### src/rtl/dispatch_ctrl.sv
// -----------------------------------------------------------------------------
// dispatch_ctrl
//   Dual-slot dispatch controller between the two decoders and the ID/EXE
//   pipeline register. Each cycle it chooses how many of the two oldest
//   decoded instructions issue (0, 1 or 2) and tells the instruction buffer
//   how many to pop. Slot1 is held back when it:
//     - reads slot0's rd (intra-pair RAW),
//     - would be a second memory op, or
//     - hits a load-use lock.
//   Issued slots are captured in a registered output stage that holds under
//   EXE back-pressure.
//
// Ports
//   clk, rst_n          clock, synchronous active-low reset
//   flush_i             kill this cycle's issue and empty the output stage
//   slot_valid_i[1:0]   buffer entries present (bit0 = oldest)
//   decode_valid_i[1:0] decoder result valid per slot
//   reg_read_valid_i    per slot {rk, rj} read enables
//   reg_read_addr_i     per slot {rk, rj}
//   reg_write_valid_i   per slot rd write enable
//   reg_write_addr_i    per slot rd
//   alusel_i            per slot result class
//   is_load_i           per slot: memory op is a load
//   payload_i           per slot opaque bits carried to EXE
//   consume_o[1:0]      combinational pop mask (00, 01 or 11)
//   exe_ready_i         EXE accepts the output stage this cycle
//   issue_valid_o[1:0]  registered slot valids toward EXE
//   issue_info_o        registered per slot
//                       {payload, decode_valid, is_load, alusel,
//                        write valid, rd, read valids, {rk, rj}}
// -----------------------------------------------------------------------------
module dispatch_ctrl #(
  parameter int         PAYLOAD_WIDTH      = 96,
  parameter int         LOAD_USE_LAT       = 1,
  parameter int         GPR_NUM            = 32,
  parameter logic [2:0] EXE_RES_LOAD_STORE = 3'd4
) (
  input  logic                                        clk,
  input  logic                                        rst_n,
  input  logic                                        flush_i,
  input  logic [1:0]                                  slot_valid_i,
  input  logic [1:0]                                  decode_valid_i,
  input  logic [1:0][1:0]                             reg_read_valid_i,
  input  logic [1:0][2*$clog2(GPR_NUM)-1:0]           reg_read_addr_i,
  input  logic [1:0]                                  reg_write_valid_i,
  input  logic [1:0][$clog2(GPR_NUM)-1:0]             reg_write_addr_i,
  input  logic [1:0][2:0]                             alusel_i,
  input  logic [1:0]                                  is_load_i,
  input  logic [1:0][PAYLOAD_WIDTH-1:0]               payload_i,
  output logic [1:0]                                  consume_o,
  input  logic                                        exe_ready_i,
  output logic [1:0]                                  issue_valid_o,
  output logic [1:0][PAYLOAD_WIDTH+22:0]              issue_info_o
);

  localparam int         AW     = $clog2(GPR_NUM);
  localparam int         IW     = PAYLOAD_WIDTH + 23;
  localparam logic [1:0] LU_LAT = 2'(LOAD_USE_LAT);

  // Load-use lock state
  logic [AW-1:0] lu_rd;
  logic [1:0]    lu_cnt;
  logic          lu_active;

  // Per-slot decoded views; an undecoded slot carries no reads/writes/class
  logic [1:0][1:0]    rd_en;
  logic [1:0]         wr_en;
  logic [1:0][2:0]    alu;
  logic [1:0]         is_mem;
  logic [1:0]         is_ld;
  logic [1:0]         lu_blk;
  logic [1:0][IW-1:0] info_next;

  assign lu_active = (lu_cnt != 2'd0);

  for (genvar gi = 0; gi < 2; gi++) begin : g_slot
    logic [AW-1:0] rj;
    logic [AW-1:0] rk;
    assign rj = reg_read_addr_i[gi][AW-1:0];
    assign rk = reg_read_addr_i[gi][2*AW-1:AW];

    assign rd_en[gi]  = reg_read_valid_i[gi] & {2{decode_valid_i[gi]}};
    assign wr_en[gi]  = reg_write_valid_i[gi] & decode_valid_i[gi];
    assign alu[gi]    = decode_valid_i[gi] ? alusel_i[gi] : 3'd0;
    assign is_mem[gi] = (alu[gi] == EXE_RES_LOAD_STORE);
    assign is_ld[gi]  = is_mem[gi] & is_load_i[gi];

    // r0 is hard-wired zero, so a read of it never waits on a load
    assign lu_blk[gi] = lu_active &
                        ((rd_en[gi][0] & (rj != '0) & (rj == lu_rd)) |
                         (rd_en[gi][1] & (rk != '0) & (rk == lu_rd)));

    assign info_next[gi] = {payload_i[gi], decode_valid_i[gi], is_ld[gi], alu[gi],
                            wr_en[gi], reg_write_addr_i[gi], rd_en[gi],
                            reg_read_addr_i[gi]};
  end

  logic          advance;
  logic          raw_hazard;
  logic          mem_pair;
  logic          issue0;
  logic          issue1;
  logic          arm;
  logic [AW-1:0] arm_rd;

  always_comb begin
    advance    = exe_ready_i | ~|issue_valid_o;

    raw_hazard = wr_en[0] & (reg_write_addr_i[0] != '0) &
                 ((rd_en[1][0] & (reg_read_addr_i[1][AW-1:0]    == reg_write_addr_i[0])) |
                  (rd_en[1][1] & (reg_read_addr_i[1][2*AW-1:AW] == reg_write_addr_i[0])));
    mem_pair   = is_mem[0] & is_mem[1];

    // Slot_valid 10 is illegal; gating everything on bit0 treats it as 00
    issue0 = rst_n & advance & slot_valid_i[0] & ~lu_blk[0] & ~flush_i;
    issue1 = issue0 & slot_valid_i[1] & decode_valid_i[1] & decode_valid_i[0] &
             ~raw_hazard & ~mem_pair & ~lu_blk[1];

    // At most one load can issue per cycle, since two memory ops never pair
    arm    = 1'b0;
    arm_rd = reg_write_addr_i[0];
    if (issue1 && is_ld[1] && wr_en[1] && (reg_write_addr_i[1] != '0)) begin
      arm    = 1'b1;
      arm_rd = reg_write_addr_i[1];
    end else if (issue0 && is_ld[0] && wr_en[0] && (reg_write_addr_i[0] != '0)) begin
      arm    = 1'b1;
      arm_rd = reg_write_addr_i[0];
    end

    consume_o = {issue1, issue0};
  end

  always_ff @(posedge clk) begin
    if (!rst_n) begin
      issue_valid_o <= '0;
      issue_info_o  <= '0;
      lu_cnt        <= '0;
      lu_rd         <= '0;
    end else if (flush_i) begin
      // Flushed instructions never reach EXE, so no lock survives either
      issue_valid_o <= '0;
      lu_cnt        <= '0;
    end else if (advance) begin
      issue_valid_o <= {issue1, issue0};
      for (int i = 0; i < 2; i++) begin
        if (consume_o[i]) begin
          issue_info_o[i] <= info_next[i];
        end
      end
      // The lock only counts down when the pipe actually moves
      if (arm) begin
        lu_rd  <= arm_rd;
        lu_cnt <= LU_LAT;
      end else if (lu_active) begin
        lu_cnt <= lu_cnt - 2'd1;
      end
    end
  end

endmodule

### config.mk
export PLATFORM = sky130hd
export DESIGN_NAME = dispatch_ctrl
export DESIGN_NICKNAME = d
export VERILOG_FILES = /design/src/rtl/dispatch_ctrl.sv
export SDC_FILE = /design/constraint.sdc
export NUM_CORES = 1
export LEC_CHECK = 0
export CAP_MARGIN = 10
export CORE_AREA = 2 2 189 191
export CTS_BUF_LIST = sky130_fd_sc_hd__clkbuf_4
export DETAILED_ROUTE_END_ITERATION = 6
export DIE_AREA = 0 0 191 193
export PLACE_DENSITY = 0.6
export SLEW_MARGIN = 20
export SYNTH_ARGS = -nofsm -noshare
export SYNTH_HDL_FRONTEND = slang
export SYNTH_SLANG_ARGS = --single-unit
### constraint.sdc
create_clock -name clk -period 4.15 [get_ports clk]
set_input_delay 0.6225 -clock clk [delete_from_list [all_inputs] [get_ports clk]]
set_output_delay 0.6225 -clock clk [all_outputs]
set_load 0.05 [all_outputs]
# After elaboration in Yosys (flattened, before gate mapping)
# Index checks and enable logic that the tools add are counted.
# word_totals
regBits	247
input_bits	244
elab_cells	83
# classes
n_addsub	1
n_eq_ne	8
muxes	7
n_bitwise	41
reduce_logical	21
# ops
operator	n
$eq 5x5->1	6
$reduce_bool 5->1	6
$and 1x1->1	29
$reduce_and 3->1	3
$eq 3x3->1 const B	2
$logic_and 1x1->1	6
$mux 3	2
$not 1->1	6
$mux 5	1
$and 2x2->2	2
$mux 2	2
$or 1x1->1	4
$reduce_bool 2->1	2
$reduce_or 2->1	2
$mux 1	2
$reduce_and 2->1	1
$sub 2x1->2 const B	1
$logic_not 1->1	1

# Depth between registers and ports, before layout
# Gate-level depths: netlist (run 1).
# depth
depth_word	20
depth_mapped	12
depth_no_buf	8

# Worst setup path after synthesis (run 1)
# Ideal clock, no wire load.
# synth_timing
kind	input port to output port
start	input reg_read_addr_i[5] in the netlist's numbering
end	output consume_o[0]
arrival_ns	2.116
required_ns	3.527
setup_slack_ns	1.412
stages	9
cell_sequence	o41ai_1 > a2111o_1 > buf_2 > nand2_4 > buf_6 > inv_2 > buf_2 > buf_2 > buf_4
# synth_via
elab_chain_len	8
word_cells_on_any_way	9
cone_classes	eq/ne: 1; bitwise: 7; reduce/logical: 1
# synth_lines
item	line_no	source
from (decl)	44	input logic [1:0][2*$clog2(GPR_NUM)-1:0] reg_read_addr_i,
$reduce_bool 5->1	91	(rd_en[gi][1] & (rk != '0) & (rk == lu_rd)));
$and 1x1->1	91	
$and 1x1->1 (*)	91	
$or 1x1->1 (*)	90	((rd_en[gi][0] & (rj != '0) & (rj == lu_rd)) |
$and 1x1->1 (*)	89	assign lu_blk[gi] = lu_active &
$not 1->1 (*)	115	issue0 = rst_n & advance & slot_valid_i[0] & ~lu_blk[0] & ~flush_i;
$and 1x1->1 (*) (2 in a row)	115	
to (decl)	50	output logic [1:0] consume_o,
# Mark *: on every way between the ends. The rest lies on a longest branch, timed or not.

# Worst setup path in the final report (run 1)
# layout_timing
start	input decode_valid_i[1]
end	output consume_o[1]
# layout_via
elab_chain_len	8
word_cells_on_any_way	22
cone_classes	eq/ne: 1; mux: 1; bitwise: 20
# layout_lines
item	line_no	source
from (decl)	42	input logic [1:0] decode_valid_i,
$and 2x2->2	82	assign rd_en[gi] = reg_read_valid_i[gi] & {2{decode_valid_i[gi]}};
$and 1x1->1 (on tied branches)	110, 111	
$or 1x1->1	110	((rd_en[1][0] & (reg_read_addr_i[1][AW-1:0] == reg_write_addr_i[0])) |
$and 1x1->1	109	raw_hazard = wr_en[0] & (reg_write_addr_i[0] != '0) &
$not 1->1	117	~raw_hazard & ~mem_pair & ~lu_blk[1];
$and 1x1->1	116	issue1 = issue0 & slot_valid_i[1] & decode_valid_i[1] & decode_valid_i[0] &
$and 1x1->1	117	
$and 1x1->1 (*)	117	
# Marks and branches as above.

==> results of run 1 <==
## metal layers
| layer | up-vias | part of all wire | wire (µm) | track usage |
|---|---|---|---|---|
| li1 | 5098 | - | - | - |
| met1 | 4922 | 0.39 | 15170 | 0.2234 |
| met2 | 430 | 0.47 | 18400 | 0.3233 |
| met3 | 56 | 0.11 | 4232 | 0.08579 |
| met4 | 0 | 0.026 | 1009 | 0.09720 |
| met5 | - | 0 | 0 | 0 |
## power groups by stage
| stage | clock, mW | sequential [mW] | combinational, mW |
|---|---|---|---|
| 2_1_floorplan | 0 | 2.65 | 0.187 |
| 6_report | 2.50 | 2.44 | 0.759 |
| 4_1_cts | 2.60 | 2.44 | 0.764 |
| 3_3_place_gp | 0 | 2.49 | 0.760 |
| 5_1_grt | 2.73 | 2.44 | 0.804 |
| 3_5_place_dp | 0 | 2.49 | 0.761 |
## cell type report
class                   instances  share of cell area
repair buffers                502              0.3222
flip-flops and latches        247              0.3122
multi-input cells             836              0.2647
clock buffers                 104             0.04930
well taps                     461             0.03642
clock inverters                18             0.01256
inverters                       6            0.002054
diodes                          4           0.0006320
## worst max-delay path, stage by stage
cell,delay [ps]
clkdlybuf4s50_1,710
nor4bb_1,760
a31o_2,290
nand4b_1,220
nor2_1,110
buf_4,210
## flip-flops by register name (all words and copies together), names as in the netlist
name,flops
issue_info_o,238
issue_valid_o,2
lu_cnt,2
lu_rd,5
## stage by stage
stage / hold WS (ps) / power (mW) / cell area [µm²] / util / worst slack, ps
3_3_place_gp: 441.3 / 3.251 / 14850 / 0.4247 / 568.4
2_1_floorplan: 582.6 / 2.835 / 9667 / - / 1412
6_report: 441.0 / 5.700 / 15840 / 0.4530 / 589.0
3_5_place_dp: 446.1 / 3.253 / 14850 / 0.4247 / 537.3
4_1_cts: 321.6 / 5.806 / 15830 / 0.4527 / 574.8
5_1_grt: 372.2 / 5.977 / 15840 / 0.4530 / 476.9
## layout by cell type, fill, tap and decap left out, types with 3 or more instances in the layout
master           netlist  final
a21oi_1              239    239
a31o_2                 4      4
a31oi_1                3      3
and2_1                 3      3
buf_12                 0     10
buf_4                  6      9
bufinv_16              0      5
clkbuf_4               0    104
clkdlybuf4s50_1        0    483
clkinv_1               0     12
dfxtp_1              247    247
diode_2                0      4
inv_1                  5      4
mux2i_1                3      3
nand2_1              244    244
nand3_1              126    126
nor2_1                 8      8
nor2b_1                3      3
nor3_1                 7      7
nor4_1                 7      7
o211ai_1               5      5
o21ai_0              121    121
or2_2                  3      3
or3_1                  3      3
xnor2_1                5      5
xor2_1                22     22
## kinds of logic (layout without fill, tap and decap cells)
| logic type | count (synthesis) | in the layout |
|---|---|---|
| multiplexers | 3 | 3 |
| other | 0 | 4 |
| AO/OA/AOI/OAI | 386 | 386 |
| flip-flops | 247 | 247 |
| XOR/XNOR | 27 | 27 |
| AND/OR/NAND/NOR | 419 | 419 |
| adder cells (fa/ha/maj) | 1 | 1 |
| buffers and inverters | 120 | 630 |
## worst max-delay path by stage
stage	slack [ps]	end	start	cells past startpoint
3_5_place_dp	540	issue_info_o[173]	decode_valid_i[1]	8
3_3_place_gp	570	consume_o[1]	decode_valid_i[1]	6
4_1_cts	570	consume_o[1]	decode_valid_i[1]	6
5_1_grt	480	consume_o[1]	lu_rd[0]	6
6_report	590	consume_o[1]	decode_valid_i[1]	6
2_1_floorplan	1410	consume_o[0]	reg_read_addr_i[5]	9
## synth_stat cells, types with 2 or more instances
library cell	number	area (µm²)
nand3_1	126	630.6
inv_1	5	18.77
nand4b_1	2	17.52
dfxtp_1	247	4945
clkbuf_1	51	191.4
nor4_1	7	43.79
o21ai_0	121	605.6
or3_1	3	18.77
or2_2	3	18.77
and4_1	2	17.52
a21oi_1	239	1196
xor2_1	22	192.7
buf_4	6	45.04
o22ai_1	2	12.51
buf_2	47	235.2
nor2_1	8	30.03
mux2i_1	3	30.03
buf_6	2	22.52
nand4_1	2	12.51
xnor2_1	5	43.79
nor2b_1	3	18.77
nand2b_1	2	12.51
a31oi_1	3	18.77
a31o_2	4	35.03
nor3_1	7	35.03
o211ai_1	5	37.54
and2_1	3	18.77
buf_1	8	30.03
nand2_1	244	915.9
==> key figures, run 1 <==
Outcome
  – Outcome: completed

Route
  – DRC errors left: 0
  – Vias: about 11,000
  – Post-route ant nets: 0
  – Routed length per placed instance: approximately 18 µm
  – First-pass DRT Iterations: 5
  – DRC violation total after the first TritonRoute iteration: between 400 and 500
  – Wirelength, routed: 38,810 µm
  – Via-to-Cell Ratio: 4.824

Timing
  – Hold Fails Final Rpt: 0
  – Slew HR: 0.4000
  – Setup Skew: 28.53 ps
  – Final setup violation count: 0
  – Tmin final: 3561 ps
  – Fin Setup TNS: 0 ps
  – Slew Limit Fails: 0
  – Fmax: 280.8 MHz
  – Unrepaired setup endpoints after global routing: false
  – Actual slew at the worst max-slew pin: ~890 ps
  – Period utilization: 0.8581

Synthesis
  – Synth Area in Compound Gates: 0.2096
  – Post-synthesis sequential area ratio: 0.5115
  – Mapped Area: 9667 µm²
  – Synth Area per Inst: 8.036 µm²
  – Synth Flop Type: dfxtp_1
  – Simple-gate portion of the synthesized area: 0.1935
  – Post-synth EDFFs: 0
  – FF+latch count, synth: between 200 and 250
  – Main combinational cell family by area after synthesis: compound AO/OA/AOI/OAI gates
  – Ys async rst share: 0
  – Mux cell area share after synthesis: 0.003106
  – Post-synthesis xor/xnor area fraction: 0.02446
  – Synthesis Warnings: 0
  – Post-synthesis cell count: 1,203
  – Post-synthesis adder-cell area fraction: 0.001294
  – Mapped Nets: 1,448
  – Synth cell types: 50

Critical path
  – Worst Setup Start Kind: input port
  – CP Max Fanout: 7
  – CP required: 3530 ps
  – Kind of critical path: in2out
  – R2R Path Start: lu_rd[0]
  – R2R Path End: issue_info_o[173]
  – Crit. End Element: output pin
  – WP data arrival: between 2000 and 3000 ps
  – R2R Setup Slk: approximately 1300 ps
  – Worst Reg-to-Reg Cells: 7

Final layout
  – Multi-input gate area: approximately 4200 µm²
  – Layout Area Growth over Synthesis: 63.84%
  – Fraction of layout cells with a size suffix above 1: 0.08581
  – Sequential cell area: 4945 µm²
  – # fillers: 3,483
  – Non-Filler Instances: 2,178
  – Final nets: roughly 1,900

Clock tree
  – Clk slew on worst S/H paths: 70 ps
  – Post-CTS Resized: 0
  – CTS hold repair buffers: 0
  – Clk_lat worst skew: 720 ps
  – Max Root-Sink Buffers: 3
  – Clock sinks: around 250
  – Setup Fix Bufs, Post-CTS: 0
  – CTS tree: done
  – CTS Buf Count: between 70 and 80
  – CTS Root Cell: clkbuf_4
  – CTS H-tree lvls: 3

Pwr
  – Power Density: 359.9 nW/µm²
  – IR drop worst, VDD: ~0.00026 V
  – Switch share: 0.2619
  – Sw Pwr: 1.493 mW
  – Internal power: 4.207 mW
  – Static Leak: 5.346 nW
  – Combinational share of power: 0.133
  – Clock Power Share: 0.439
  – Part of the power in registers: 0.428

Die
  – Full die area: 36,860 µm²
  – Die X: approximately 190 µm
  – Number of core rows: 69
  – Initial Util: 0.2765
  – Core footprint: roughly 35,000 µm²
  – Die height: just under 200 µm
  – Boundary Pins: 486

Worst hold path
  – Hold path depth: 3
  – Worst min-delay path class: in2reg
  – Hold EP: issue_info_o[26]
  – Hold_sp: payload_i[3]

Flow run
  – Max cap viols: 0

Place
  – DP HPWL: 26,840 µm
  – Final Wtd Congestion: 0.8497
  – Input/output buffers: 485
  – Dpl cells: 2,052

GRT
  – Vias in the first global route: a little over 10,000
  – Largest net degree at the start of global routing: 137
  – Gr usage total: 0.1987
  – First-pass GRT wire length: around 57,000 µm
  – Initial antenna violation count: 4
  – GR Overflow Total: 0
(Power assumes the default switching activity.)
==> run 2: changes to the inputs <==
ABC_AREA = 1   (was unset)
PLACE_DENSITY = 0.56   (was 0.6)
RECOVER_POWER = 25   (was unset)
==> run 2 against run 1 <==
  * Total power increased by 0.57%
  * Sequential power increased by 2%
  * First-iteration DRC count up 1.3%
  * Core utilization decreased by 1.3 points
  * Final cell count is 2.8% higher
  * Synthesized cell count up 3.4%
  * Sequential share of layout area is 0.95 points higher
  * Global-route usage down 0.60 points
  * Area after synthesis is 2.8% lower
  * Final area is 2.9% lower
  * Combinational power grew 19%
  * Register-to-register slack got worse by 90 ps
  * Critical endpoint unchanged
  * Largest power group is now registers
  * Highest routed layer unchanged
==> key figures, run 2 <==
Clock tree
  – Post-CTS Resized: 0
  – Setup Fix Bufs, Post-CTS: 0
  – Clock sinks: between 200 and 250
  – Clk_lat worst skew: 720 ps
  – CTS H-tree lvls: 3
  – Max Root-Sink Buffers: 3
  – CTS hold repair buffers: 0
  – Clk slew on worst S/H paths: ~50 ps
  – CTS tree: done
  – CTS Buf Count: 74
  – CTS Root Cell: clkbuf_4

Critical path
  – R2R Path Start: lu_rd[1]
  – CP required: 3530 ps
  – Worst Setup Start Kind: input port
  – WP data arrival: 2980 ps
  – CP max stage cell: dlygate4sd3_1
  – CP Max Fanout: 29
  – R2R Setup Slk: around 1200 ps
  – Crit. End Element: output pin
  – Worst Reg-to-Reg Cells: 8
  – Kind of critical path: in2out
  – CP cell instances: dlygate4sd3_1, nand2_1, a21oi_1, nand2_1, nor2_1, nand3_1, nand2_1, nand2_1, nand2_4, nor2_8, buf_12
  – Top cell by count, worst path: nand2_1
  – R2R Path End: issue_info_o[12]
  – Max stage delay on crit path: about 830 ps

Synthesis
  – Synthesis Warnings: 0
  – Synth cell types: 32
  – Mapped Area: 9395 µm²
  – Synth Flop Type: dfxtp_1
  – Main area contributors after synthesis: dfxtp_1 53%, nor2_1 18%, o21ai_0 12%
  – Synth Area per Inst: 7.552 µm²
  – Share of the synthesized area in the top cell type: 0.5263
  – Post-synthesis sequential area ratio: 0.5263
  – Top-count cell post-synth: nor2_1
  – Post-synthesis cell count: ~1,200
  – Synth top cells by count: 444 x nor2_1, 247 x dfxtp_1, 231 x o21ai_0
  – Ys async rst share: 0
  – Area leader, netlist: dfxtp_1
  – Mapped Nets: 1,489
  – FF+latch count, synth: around 250
  – Post-synth EDFFs: 0

Final layout
  – Layout Area Growth over Synthesis: 63.62%
  – Commonest non-fill, non-tap cell in the layout: nor2_1
  – Max FFs per register: 238
  – Fraction of layout cells with a size suffix above 1: 0.08056
  – Most frequent cells in the layout: 444 x nor2_1, 397 x clkdlybuf4s50_1, 247 x dfxtp_1
  – Final nets: just under 2,000
  – Largest register by flop count: issue_info_o
  – Biggest regs: issue_info_o x238, lu_rd x5

Timing
  – Unrepaired setup endpoints after global routing: false
  – Hold Fails Final Rpt: 0
  – Final setup violation count: 0
  – Fin Setup TNS: 0 ps
  – Slew Limit Fails: 0
  – Setup Skew: 30.76 ps
  – Fmax: 277.2 MHz
  – Actual slew at the worst max-slew pin: roughly 1400 ps
  – Final worst setup slack: 542.6 ps
  – Slew HR: 0.06884
  – Tmin final: approximately 3600 ps
  – Fin Hold WS: 297.7 ps
  – Period utilization: 0.8693

Pwr
  – Total power: 5.732 mW
  – Part of the power in registers: 0.433
  – Power Density: 372.9 nW/µm²
  – Static Leak: roughly 6.6 nW
  – IR drop worst, VDD: 0.0002062 V
  – Internal power: ~4.1 mW
  – Sw Pwr: 1.603 mW
  – Switch share: 0.2797
  – Clock Power Share: 0.410
  – Combinational share of power: 0.157

Route
  – DRC errors left: 0
  – Via-to-Cell Ratio: 4.424
  – Post-route ant nets: 0
  – First-pass DRT Iterations: 4
  – Vias: 9,909
  – Wirelength, routed: 36,950 µm
  – Routed length per placed instance: between 15 and 20 µm
  – DRC violation total after the first TritonRoute iteration: between 400 and 500

Place
  – Pre-CTS setup slack: 570.0 ps
  – Input/output buffers: 485
  – DP HPWL: 26,100 µm
  – Final Wtd Congestion: 0.8694

Die
  – Die X: 191 µm
  – Core footprint: approximately 35,000 µm²
  – Number of core rows: 69
  – Full die area: roughly 37,000 µm²
  – Die height: between 150 and 200 µm
  – Initial Util: 0.2687
  – Boundary Pins: 486

Worst hold path
  – Hold_sp: rst_n
  – Hold EP: issue_info_o[48]
  – Worst min-delay path class: in2reg
  – Hold path depth: 3

Flow run
  – Max cap viols: 0

GRT
  – Gr usage total: 0.1927
  – Initial antenna violation count: 5
  – Vias in the first global route: 9,648
  – Largest net degree at the start of global routing: approximately 120
  – First-pass GRT wire length: between 50,000 and 60,000 µm
  – GR Overflow Total: 0

Outcome
  – Outcome: completed
[run 2: cell families (layout without fill, tap and decap cells)]
kind of cell / Yosys count / after routing / synth area share
buffers and inverters: 128 / 659 / 0.06898
AOI/OAI and AO/OA: 277 / 277 / 0.1522
DFF: 247 / 247 / 0.5263
adders and majority gates: 1 / 1 / 0.001332
xor gates and xnor gates: 8 / 8 / 0.007457
and+or+nand+nor: 583 / 583 / 0.2437
other: 0 / 4 / 0
[run 2: through the flow]
stage | cell area (µm²) | util | std cells
global placement | 14480 | 0.4142 | 2118
CTS | 15390 | 0.4400 | 2236
finish | 15370 | 0.4396 | 2240
floorplan | 9395 | - | 1244
detailed placement | 14480 | 0.4142 | 2118
global route | 15370 | 0.4396 | 2239
[run 2: power groups by stage]
| stage | sequential, mW | clock [mW] | combinational [mW] |
|---|---|---|---|
| 2_1_floorplan | 2.79 | 0 | 0.197 |
| 3_3_place_gp | 2.53 | 0 | 0.910 |
| 3_5_place_dp | 2.54 | 0 | 0.913 |
| 4_1_cts | 2.48 | 2.45 | 0.916 |
| 5_1_grt | 2.49 | 2.59 | 0.961 |
| 6_report | 2.48 | 2.35 | 0.901 |
[run 2: metal layers]
layer | share of wire | wire (µm) | vias to the layer above | track usage
met5 | 0 | 0 | - | 0
met4 | 0.025 | 911 | 0 | 0.08408
met3 | 0.095 | 3506 | 52 | 0.07077
met2 | 0.46 | 16940 | 421 | 0.3101
met1 | 0.42 | 15590 | 4436 | 0.2310
li1 | - | - | 5000 | -
[run 2: critical path, delay by kind of cell]
family          cells  cell delay [ps]
compound gates      1              160
buf+inv             2             1020
simple gates        8             1160
[run 2: how the worst max path moves through the flow]
stage                            startpoint                end  slack, ps  cells after the start
after detailed placement  decode_valid_i[0]  issue_info_o[168]        570                     11
after global routing      decode_valid_i[0]       consume_o[1]        340                     11
after global placement    decode_valid_i[0]  issue_info_o[168]        510                     11
final                     decode_valid_i[0]       consume_o[1]        540                     11
after floorplan                       rst_n       consume_o[1]       1550                     10
after CTS                 decode_valid_i[0]       consume_o[1]        610                      8
[run 2: cell type report]
cell class	instances	area [µm²]
fillers	3560	19590
multi-input cells	869	3802
repair buffers	495	4960
clock inverters	17	146.4
inverters	46	173.9
flip-flops and latches	247	4945
well taps	461	576.8
diodes	4	10.01
clock buffers	101	758.2
==> run 3: changes to the inputs <==
ABC_CLOCK_PERIOD_IN_PS = 4150   (was unset)
==> results of run 3 <==
Final layout, timing and power as in run 2 (identical DEF).
